## src/rtl/mode_seq_pkg.sv

```systemverilog
// Shared definitions for the mode sequencer: state codes, number of sensor
// front-ends, mode code constants and a one-hot request helper.
package mode_seq_pkg;

   localparam int NUM_MODES = 4;

   // FSM state codes
   localparam logic [2:0] ST_SETTLE   = 3'd0;
   localparam logic [2:0] ST_IDLE     = 3'd1;
   localparam logic [2:0] ST_REQ      = 3'd2;
   localparam logic [2:0] ST_WAIT_ACK = 3'd3;
   localparam logic [2:0] ST_HOLD     = 3'd4;

   // Mode codes from the key decoder; codes 4..7 are invalid
   localparam logic [2:0] MODE_0 = 3'd0;
   localparam logic [2:0] MODE_1 = 3'd1;
   localparam logic [2:0] MODE_2 = 3'd2;
   localparam logic [2:0] MODE_3 = 3'd3;

   // One-hot request vector for the selected sensor
   function automatic logic [NUM_MODES-1:0] mode_onehot(input logic [1:0] mode);
      logic [NUM_MODES-1:0] vec;
      vec       = {NUM_MODES{1'b0}};
      vec[mode] = 1'b1;
      return vec;
   endfunction

endpackage

```

## src/rtl/mode_sequencer_if.sv

```systemverilog
// Sensor / reporting bus of the mode sequencer.
//   master: sequencer side (drives req and the reporting outputs)
//   slave : sensor / display side (drives ack and sensor_data)
interface mode_sequencer_if
   import mode_seq_pkg::*;
#(
   parameter int DATA_W = 16
) ();
   logic [NUM_MODES-1:0] req;
   logic [NUM_MODES-1:0] ack;
   logic [DATA_W-1:0]    sensor_data;
   logic [DATA_W-1:0]    data_out;
   logic                 data_valid;
   logic [1:0]           mode_out;
   logic                 invalid_mode;
   logic                 timeout_pulse;
   logic                 timeout_err;

   modport master (
      output req, data_out, data_valid, mode_out, invalid_mode, timeout_pulse, timeout_err,
      input  ack, sensor_data
   );

   modport slave (
      input  req, data_out, data_valid, mode_out, invalid_mode, timeout_pulse, timeout_err,
      output ack, sensor_data
   );
endinterface

```

## src/rtl/mode_sequencer_sync.sv

```systemverilog
// mode_sync: brings the asynchronous 3-bit mode code into the clk domain
// through two flops, keeps a registered copy of the synchronised value and
// flags a change for one cycle whenever the two differ.
//   clk, reset  : clock, asynchronous active-low reset
//   code_i      : raw mode code (asynchronous)
//   code_o      : synchronised mode code
//   changed_o   : synchronised code differs from its registered copy
module mode_sync (
   input  logic       clk,
   input  logic       reset,
   input  logic [2:0] code_i,
   output logic [2:0] code_o,
   output logic       changed_o
);
   logic [2:0] meta_q;
   logic [2:0] sync_q;
   logic [2:0] copy_q;

   // Two-flop synchroniser followed by the comparison copy
   always_ff @(posedge clk or negedge reset) begin
      if (!reset) begin
         meta_q <= 3'd0;
         sync_q <= 3'd0;
         copy_q <= 3'd0;
      end else begin
         meta_q <= code_i;
         sync_q <= meta_q;
         copy_q <= sync_q;
      end
   end

   assign code_o    = sync_q;
   assign changed_o = (sync_q != copy_q);
endmodule

```

## src/rtl/mode_sequencer.sv

```systemverilog
// mode_sequencer: selects one of four sensor front-ends from the synchronised
// mode code and runs a periodic request/acknowledge transaction with it,
// presenting each captured reading with a one-cycle valid strobe.
//   clk, reset : clock, asynchronous active-low reset
//   enable     : 3-bit mode code from the key decoder (asynchronous)
//   bus        : mode_sequencer_if.master (req/ack/sensor_data, data_out,
//                data_valid, mode_out, invalid_mode, timeout_pulse, timeout_err)
// Optional feature: define MODE_SEQ_TIMEOUT_EN to abandon a request after
// TIMEOUT_CYCLES; otherwise WAIT_ACK waits indefinitely and the timeout
// outputs are tied low.
module mode_sequencer
   import mode_seq_pkg::*;
#(
   parameter int DATA_W         = 16,
   parameter int SETTLE_CYCLES  = 16,
   parameter int SAMPLE_PERIOD  = 50000,
   parameter int TIMEOUT_CYCLES = 1000
) (
   input  logic       clk,
   input  logic       reset,
   input  logic [2:0] enable,
   mode_sequencer_if.master bus
);
   // One saturating counter serves settle, hold and timeout; it is sized for the largest
   localparam int MAX_SH = (SETTLE_CYCLES > SAMPLE_PERIOD) ? SETTLE_CYCLES : SAMPLE_PERIOD;
   localparam int MAX_P  = (MAX_SH > TIMEOUT_CYCLES) ? MAX_SH : TIMEOUT_CYCLES;
   localparam int CNT_W  = (MAX_P > 1) ? $clog2(MAX_P) : 1;
   localparam logic [CNT_W-1:0] CNT_ZERO    = {CNT_W{1'b0}};
   localparam logic [CNT_W-1:0] CNT_ONE     = CNT_W'(1);
   localparam logic [CNT_W-1:0] CNT_SAT     = {CNT_W{1'b1}};
   localparam logic [CNT_W-1:0] SETTLE_LAST = CNT_W'(SETTLE_CYCLES - 1);
   localparam logic [CNT_W-1:0] HOLD_LAST   = CNT_W'(SAMPLE_PERIOD - 1);
   localparam logic [NUM_MODES-1:0] REQ_NONE = {NUM_MODES{1'b0}};

   logic [2:0]           sync_code_s;
   logic                 changed_s;
   logic [2:0]           state_q, state_d;
   logic [CNT_W-1:0]     cnt_q, cnt_d;
   logic [NUM_MODES-1:0] req_q, req_d;
   logic [DATA_W-1:0]    data_q, data_d;
   logic                 valid_q, valid_d;
   logic [1:0]           mode_q, mode_d;
   logic                 invalid_q;

   mode_sync u_sync (
      .clk       (clk),
      .reset     (reset),
      .code_i    (enable),
      .code_o    (sync_code_s),
      .changed_o (changed_s)
   );

`ifdef MODE_SEQ_TIMEOUT_EN
   localparam logic [CNT_W-1:0] TIMEOUT_LAST = CNT_W'(TIMEOUT_CYCLES - 1);
   logic tpulse_q, tpulse_d;
   logic terr_q, terr_d;
`endif

   // Next-state logic; a synchronised mode change pre-empts every state
   always_comb begin
      state_d = state_q;
      cnt_d   = (cnt_q == CNT_SAT) ? cnt_q : cnt_q + CNT_ONE;
      req_d   = req_q;
      data_d  = data_q;
      valid_d = 1'b0;
      mode_d  = mode_q;
`ifdef MODE_SEQ_TIMEOUT_EN
      tpulse_d = 1'b0;
      terr_d   = terr_q;
`endif
      if (changed_s) begin
         // No capture here even if ack is present in this cycle
         req_d   = REQ_NONE;
         mode_d  = sync_code_s[1:0];
         cnt_d   = CNT_ZERO;
         state_d = ST_SETTLE;
      end else begin
         case (state_q)
            ST_SETTLE: begin
               if (cnt_q == SETTLE_LAST) begin
                  cnt_d   = CNT_ZERO;
                  state_d = sync_code_s[2] ? ST_IDLE : ST_REQ;
               end else begin
                  state_d = ST_SETTLE;
               end
            end
            ST_IDLE: begin
               // Left only through a mode change
               req_d = REQ_NONE;
            end
            ST_REQ: begin
               req_d   = mode_onehot(mode_q);
               cnt_d   = CNT_ZERO;
               state_d = ST_WAIT_ACK;
            end
            ST_WAIT_ACK: begin
               if (bus.ack[mode_q]) begin
                  data_d  = bus.sensor_data;
                  valid_d = 1'b1;
                  req_d   = REQ_NONE;
                  cnt_d   = CNT_ZERO;
                  state_d = ST_HOLD;
`ifdef MODE_SEQ_TIMEOUT_EN
               end else if (cnt_q == TIMEOUT_LAST) begin
                  req_d    = REQ_NONE;
                  tpulse_d = 1'b1;
                  terr_d   = 1'b1;
                  cnt_d    = CNT_ZERO;
                  state_d  = ST_HOLD;
`endif
               end else begin
                  state_d = ST_WAIT_ACK;
               end
            end
            ST_HOLD: begin
               if (cnt_q == HOLD_LAST) begin
                  cnt_d   = CNT_ZERO;
                  state_d = ST_REQ;
               end else begin
                  state_d = ST_HOLD;
               end
            end
            default: begin
               req_d   = REQ_NONE;
               cnt_d   = CNT_ZERO;
               state_d = ST_SETTLE;
            end
         endcase
      end
   end

   // State, counter and registered outputs
   always_ff @(posedge clk or negedge reset) begin
      if (!reset) begin
         state_q   <= ST_SETTLE;
         cnt_q     <= CNT_ZERO;
         req_q     <= REQ_NONE;
         data_q    <= {DATA_W{1'b0}};
         valid_q   <= 1'b0;
         mode_q    <= 2'd0;
         invalid_q <= 1'b0;
      end else begin
         state_q   <= state_d;
         cnt_q     <= cnt_d;
         req_q     <= req_d;
         data_q    <= data_d;
         valid_q   <= valid_d;
         mode_q    <= mode_d;
         invalid_q <= sync_code_s[2];
      end
   end

`ifdef MODE_SEQ_TIMEOUT_EN
   // Timeout strobe and sticky error flag
   always_ff @(posedge clk or negedge reset) begin
      if (!reset) begin
         tpulse_q <= 1'b0;
         terr_q   <= 1'b0;
      end else begin
         tpulse_q <= tpulse_d;
         terr_q   <= terr_d;
      end
   end

   assign bus.timeout_pulse = tpulse_q;
   assign bus.timeout_err   = terr_q;
`else
   assign bus.timeout_pulse = 1'b0;
   assign bus.timeout_err   = 1'b0;
`endif

   assign bus.req          = req_q;
   assign bus.data_out     = data_q;
   assign bus.data_valid   = valid_q;
   assign bus.mode_out     = mode_q;
   assign bus.invalid_mode = invalid_q;
endmodule

```

## src/flat_wrapper.sv

```systemverilog
// flat-port wrapper written by rule: the top's interface ports become plain ports
module mode_sequencer_flat import mode_seq_pkg::*;
#(
   parameter int DATA_W         = 16,
   parameter int SETTLE_CYCLES  = 16,
   parameter int SAMPLE_PERIOD  = 50000,
   parameter int TIMEOUT_CYCLES = 1000
)
  (clk, reset, enable, bus_req, bus_data_out, bus_data_valid, bus_mode_out, bus_invalid_mode, bus_timeout_pulse, bus_timeout_err, bus_ack, bus_sensor_data);
  mode_sequencer_if #(.DATA_W(DATA_W)) bus_i ();
  input  logic clk;
  input  logic reset;
  input  logic [2:0] enable;
  output wire logic [$bits(bus_i.req)-1:0] bus_req;
  output wire logic [$bits(bus_i.data_out)-1:0] bus_data_out;
  output wire logic [$bits(bus_i.data_valid)-1:0] bus_data_valid;
  output wire logic [$bits(bus_i.mode_out)-1:0] bus_mode_out;
  output wire logic [$bits(bus_i.invalid_mode)-1:0] bus_invalid_mode;
  output wire logic [$bits(bus_i.timeout_pulse)-1:0] bus_timeout_pulse;
  output wire logic [$bits(bus_i.timeout_err)-1:0] bus_timeout_err;
  input wire logic [$bits(bus_i.ack)-1:0] bus_ack;
  input wire logic [$bits(bus_i.sensor_data)-1:0] bus_sensor_data;
  assign bus_req = bus_i.req;
  assign bus_data_out = bus_i.data_out;
  assign bus_data_valid = bus_i.data_valid;
  assign bus_mode_out = bus_i.mode_out;
  assign bus_invalid_mode = bus_i.invalid_mode;
  assign bus_timeout_pulse = bus_i.timeout_pulse;
  assign bus_timeout_err = bus_i.timeout_err;
  assign bus_i.ack = bus_ack;
  assign bus_i.sensor_data = bus_sensor_data;
  mode_sequencer #(.DATA_W(DATA_W), .SETTLE_CYCLES(SETTLE_CYCLES), .SAMPLE_PERIOD(SAMPLE_PERIOD), .TIMEOUT_CYCLES(TIMEOUT_CYCLES)) u_core (.clk(clk), .reset(reset), .enable(enable), .bus(bus_i));
endmodule
```

## config.mk

```make
export PLATFORM = sky130hd
export DESIGN_NAME = mode_sequencer_flat
export DESIGN_NICKNAME = d
export VERILOG_FILES = /design/src/rtl/mode_seq_pkg.sv /design/src/rtl/mode_sequencer_if.sv /design/src/rtl/mode_sequencer_sync.sv /design/src/rtl/mode_sequencer.sv /design/src/flat_wrapper.sv
export SDC_FILE = /design/constraint.sdc
export NUM_CORES = 1
export LEC_CHECK = 0
export ABC_AREA = 1
export CAP_MARGIN = 20
export CELL_PAD_IN_SITES_DETAIL_PLACEMENT = 1
export CELL_PAD_IN_SITES_GLOBAL_PLACEMENT = 1
export CORE_UTILIZATION = 37
export CTS_CLUSTER_DIAMETER = 100
export DETAILED_ROUTE_END_ITERATION = 6
export PLACE_DENSITY = 0.89
export SETUP_SLACK_MARGIN = 0.5
export SLEW_MARGIN = 20
export SYNTH_ARGS = -nofsm -noshare
export SYNTH_HDL_FRONTEND = slang
export SYNTH_HIERARCHICAL = 1
export SYNTH_SLANG_ARGS = --single-unit
```

## constraint.sdc

```tcl
create_clock -name clk -period 1.95 [get_ports clk]
set_input_delay 0.4875 -clock clk [delete_from_list [all_inputs] [get_ports clk]]
set_output_delay 0.4875 -clock clk [all_outputs]
set_load 0.05 [all_outputs]
```

* After elaboration in Yosys (flattened, before gate mapping)
Index checks and enable logic that the tools add are counted.
Word-level totals: register bits after elaboration 52, output and inout bits 26
Cells by class: $add $sub $neg 1, magnitude comparators 2, equality and inequality tests 11, mux-type cells 22, bitwise operators 1, reductions and logical operators 5
Operator list (count):
- $mux 16 | 5
- $pmux 16 s4 | 1
- $eq 16x16->1 const B | 2
- $add 16x1->16 const B | 1
- $eq 16x4->1 const B | 1
- $pmux 3 s5 | 1
- $mux 3 | 4
- $pmux 4 s3 | 1
- $mux 4 | 2
- $eq 3x2->1 const B | 2
- $mux 1 | 5
- $ne 2x1->1 const B | 2
- $eq 3x1->1 const B | 1
- $eq 3x3->1 const B | 1
- $logic_not 3->1 | 1
- $lt 2x3->1 const B | 1
- $ne 3x1->1 const B | 1
- $ne 3x3->1 | 1
- $reduce_and 3->1 | 1
- $bmux 1 s2 | 1
- $demux 1 s2 | 1
- $ge 2x1->1 const B | 1
- $mux 2 | 1
- $reduce_and 2->1 | 1
- other kinds (3) | 3

* Depth between registers and ports, before layout
word-level depth 6, gate-level depth with buffers 11, mapped depth without buffers 10

* Cells and area by module
The synthesis kept the hierarchy.
Modules (own cells, without submodules):
- mode_sequencer | times used 1, cells an instance 293, area an instance 2257.2 µm²
- mode_sync | times used 1, cells an instance 21, area an instance 276.5 µm²

* Worst setup path after synthesis
Ideal clock, no wire load.
path kind reg2reg, start point register u_core.mode_q[0], in the netlist u_core/bus.mode_out[0], end point register u_core.data_q[10], in the netlist u_core/bus.data_out[10], library setup time 0.118 ns, data arrival time 1.488 ns, required time 1.832 ns, setup slack 0.344 ns, cell stages (with the launch flop) 9, period minus slack after synthesis 1.606 ns, cells stage by stage dfrtp_1 inv_2 nand2_1 nand3_1 nand2_1 nand3_4 buf_2 nand2_1 nand2_1
On the way: word-level cells in the longest chain between the ends 3
RTL lines:
- start, declared | line mode_sequencer.sv:42 | logic [1:0] mode_q, mode_d;
- start signal, assigned | line mode_sequencer.sv:148 | mode_q <= mode_d;
- $bmux 1 s2 | line mode_sequencer.sv:97 | if (bus.ack[mode_q]) begin
- $mux 1 (not written as such) | line mode_sequencer.sv:97
- $reduce_and 3->1 (no line)
- end signal, assigned | line mode_sequencer.sv:138 | data_q <= {DATA_W{1'b0}};
- end signal, assigned | line mode_sequencer.sv:146 | data_q <= data_d;
- end, declared | line mode_sequencer.sv:40 | logic [DATA_W-1:0] data_q, data_d;
Every way passes these cells. The select of a mux whose other input is x is not followed. A chain may end at the register's enable or synchronous reset.

* Worst setup path after layout
start point register u_core.cnt_q[11], end point register u_core.cnt_q[11]
On the way: word-level cells in the longest chain between the ends 5, elaborated cells between the ends (all ways) 10
RTL lines:
- start, declared | line mode_sequencer.sv:38 | logic [CNT_W-1:0] cnt_q, cnt_d;
- start signal, assigned | line mode_sequencer.sv:144 | cnt_q <= cnt_d;
- $add 16x1->16 / $eq 16x16->1 (equally long branches) | line mode_sequencer.sv:62 | cnt_d = (cnt_q == CNT_SAT) ? cnt_q : cnt_q + CNT_ONE;
- $mux 16 | line mode_sequencer.sv:62
- $mux 16, on equally long branches | line mode_sequencer.sv:116, mode_sequencer.sv:80, mode_sequencer.sv:97
- $pmux 16 s4 (*) | line mode_sequencer.sv:78 | case (state_q)
- $mux 16 (*) | line mode_sequencer.sv:71 | if (changed_s) begin
- named net u_core.cnt_d[11] | line mode_sequencer.sv:38
The timed path passes the listed nets; every way through them passes the cells marked *.

==> metrics.csv <==
stage;metric;value;unit
pwr;Reg power frac;54.2;%
cells_and_area;final net count;439;
min_path;hold crit path type;primary input to asynchronous set/reset pin;
global_route;GRT Total Usage;22.93;%
logic_synthesis;ys async rst share;100.0;%
clock_network;worst skew pair latency;330;ps
route;DRC viols;0;
floorplanning;initial cell density of the core;39.01;%
cells_and_area;share of post-route cells with drive strength above 1;43.96;%
worst_setup_path;critical path capture point type;flop;
clock_network;CTS Root Cell;clkbuf_8;
worst_setup_path;r2r endpoint;u_core/cnt_q[11];
global_route;vias in the first global route;2653;
sta;endpoints failing hold;0;
logic_synthesis;Yosys reg bits;52;
floorplanning;die height;84.75;µm
cells_and_area;n_diodes;0;
floorplanning;die width;84.75;µm
route;DR vias;2664;
worst_setup_path;crit path max-delay cell type;dfrtp_1;
cells_and_area;area grow syn2layout;55.26;%
logic_synthesis;synth cell count leaders;nand2_1, dfrtp_1, nor2_1;
route;DR vias/cell;5.426;
sta;setup TNS;0;ps
route;drt initial violations;137;
logic_synthesis;Post-synth EDFFs;0;
worst_setup_path;Crit path max-delay family;simple AND/OR/NAND/NOR gates;
route;Post-Route WL;10560;µm
pwr;combinational power share;10.5;%
worst_setup_path;CP max stage delay;470;ps
floorplanning;Die Area;7183;µm²
pwr;Max IR drop VDD;0.5533;mV
route;wire per inst;21.52;µm
placed_design;HPWL after detailed placement;4687;µm
worst_setup_path;crit-path cells;inv_1 -> nor3_2 -> nand2_1 -> nor2_4 -> buf_12 -> buf_6 -> a21oi_1 -> nor2_2;
cells_and_area;final std cells w/o fill;491;
status;status;completed;
clock_network;hold-fix buffers at CTS;0;
worst_setup_path;FF-to-FF setup slack;270;ps
placed_design;post-place setup slack;11.65;ps
clock_network;CTS tree;done;
route;antenna viol nets, final;0;
cells_and_area;final core area utilization;60.57;%
logic_synthesis;top cells by area, synth;dfrtp_1, nand2_1, nor2_1;
pwr;leakage;1.941;nW
worst_setup_path;Req. time, crit path;2200;ps
floorplanning;Cell Rows;29;
sta;Fmax;596.6;MHz
clock_network;clk buf depth;2;
sta;RSZ-0062 raised after global routing;yes;
worst_setup_path;r2r startpoint;u_core/cnt_q[11];
logic_synthesis;top-area cell type share of the netlist area;51.36;%
clock_network;H-tree levels;2;
run;number of max-cap violations;0;
global_route;largest net degree at the start of global routing;53;
logic_synthesis;Post-Synthesis Cells;314;
logic_synthesis;Synth Cell Area;2534;µm²
worst_setup_path;WP depth;8;
pwr;Sw Pwr;0.5915;mW
floorplanning;core footprint;6495;µm²
pwr;Clock power frac;35.3;%
clock_network;Worst-path clk slew;120;ps
placed_design;gp weighted congestion;0.7823;
logic_synthesis;top_reg_cell synth;dfrtp_1;
worst_setup_path;CP Launch Type;flop;
sta;# setup viols final;0;
worst_setup_path;Worst Path Max Fanout;8;
pwr;pwr dens;521.6;nW/µm²
sta;minimum clock period;1676;ps
global_route;gr ovfl total;0;
logic_synthesis;sequential area share after synthesis;51.36;%
worst_setup_path;crit path buf inv count;3;
floorplanning;I/O Pins;51;
logic_synthesis;most frequent cell after synthesis;nand2_1;
pwr;internal power;1.460;mW
worst_setup_path;crit path kind;flop to flop;
pwr;total power;2.052;mW
route;drt pass-1 iters;4;
logic_synthesis;area leader, netlist;dfrtp_1;
placed_design;placed insts;436;
placed_design;# port buffers;48;
sta;Pins Over Slew Limit;0;
sta;fin crit share;85.96;%
worst_setup_path;reg2reg path depth;8;
worst_setup_path;CP arrival;1930;ps
logic_synthesis;Distinct cells, synth;31;
logic_synthesis;Ys Warns;6;
clock_network;total CTS buffers;5;
sta;Final WS setup;273.8;ps
global_route;first-pass GRT wire length;12730;µm
sta;Setup Skew;13.53;ps
global_route;antenna violations before repair;0;
pwr;sw frac;28.83;%
clock_network;CTS Sinks;52;
cells_and_area;Fill cells;750;
logic_synthesis;mean post-synth cell area;8.069;µm²
[cell families after synthesis]
group	share of synthesized area [%]
compound gates	5.136
flops	51.36
fa+ha+maj	0.4937
xor+xnor	1.383
simple gates	33.88
other cells	0.1480
buf+inv	7.604
[worst max-delay path by stage]
stage	from	endpoint	slack [ps]
detailed placement	bus_ack[2]	u_core/bus.data_out[12]	10
global route	u_core/cnt_q[11]	u_core/cnt_q[11]	200
global placement	bus_ack[3]	u_core/cnt_q[1]	140
CTS	u_core/cnt_q[0]	u_core/cnt_q[10]	480
floorplan	u_core/cnt_q[0]	u_core/cnt_q[10]	510
finish	u_core/cnt_q[11]	u_core/cnt_q[11]	270
[state kept, by name, summed over array words and instances, names as in the netlist]
signal                   count
u_core/bus.data_out         16
u_core/cnt_q                16
u_core/bus.req               4
u_core/state_q               3
u_core/u_sync/code_o         3
u_core/u_sync/copy_q         3
u_core/u_sync/meta_q         3
u_core/bus.mode_out          2
u_core/bus.data_valid        1
u_core/bus.invalid_mode      1
[worst reg2reg max path: stages, from the launching register on]
cell and delay, ps:
dfrtp_1 470, inv_1 130, nor3_2 260, nand2_1 150, nor2_4 120, buf_12 140, buf_6 110, a21oi_1 60
nor2_2 160
[layout make-up]
class                           instances  area, µm²  area share, %
Clock inverter                          3      28.78         0.7316
Tap cell                               77      96.34          2.449
Sequential cell                        52       1310          33.30
Timing Repair Buffer                   97      907.1          23.06
Multi-Input combinational cell        222       1371          34.86
Inverter                               35      151.4          3.849
Clock buffer                            5      68.82          1.749
[per-stage QoR]
stage                     hold WS, ps  area (µm²)
after CTS                       159.0        3431
after detailed placement        337.2        3038
after global routing            140.9        3934
final                           134.2        3934
after global placement          333.1        3038
after floorplan                 191.9        2552
[cells in the final DEF, fill, tap and decap left out, types with 3 or more instances in the layout]
cell type,Yosys,final
a21oi_1,12,7
inv_1,30,23
buf_4,2,52
dfrtp_2,0,7
dfrtp_1,52,45
nand3_4,1,3
o21ai_0,5,3
dlymetal6s2s_1,0,4
nand3_1,17,15
nand2_4,1,12
nand2_2,3,27
or2_2,3,3
nor2_2,6,10
nor2_4,3,11
a21oi_2,2,5
buf_6,2,17
nor2_1,35,23
inv_2,5,8
nand4_1,5,5
inv_4,0,3
nand2_1,111,75
clkdlybuf4s50_1,0,19
clkbuf_8,0,5
[repair_timing]
action / 4_1_cts / 5_1_grt
cloned: 1 / 1
setup endpoints to repair: 39 / 55
pin swaps: 12 / 36
buffers inserted: 24 / 21
resized for setup: 32 / 94
[per-layer routing]
metal	vias up	global-route usage, %	wire length [µm]
met5	-	0	0
met4	0	8.166	403
met3	36	5.310	505
met2	121	41.83	5642
met1	1340	26.22	4013
li1	1167	-	-
[power by group through the flow]
stage,clock network [mW],logic [mW],registers [mW]
after floorplan,0,0.0527,1.14
after global placement,0,0.153,1.13
after detailed placement,0,0.158,1.13
after CTS,0.699,0.187,1.11
after global routing,0.778,0.231,1.11
final,0.724,0.216,1.11
Power figures use the tool's default switching activity.
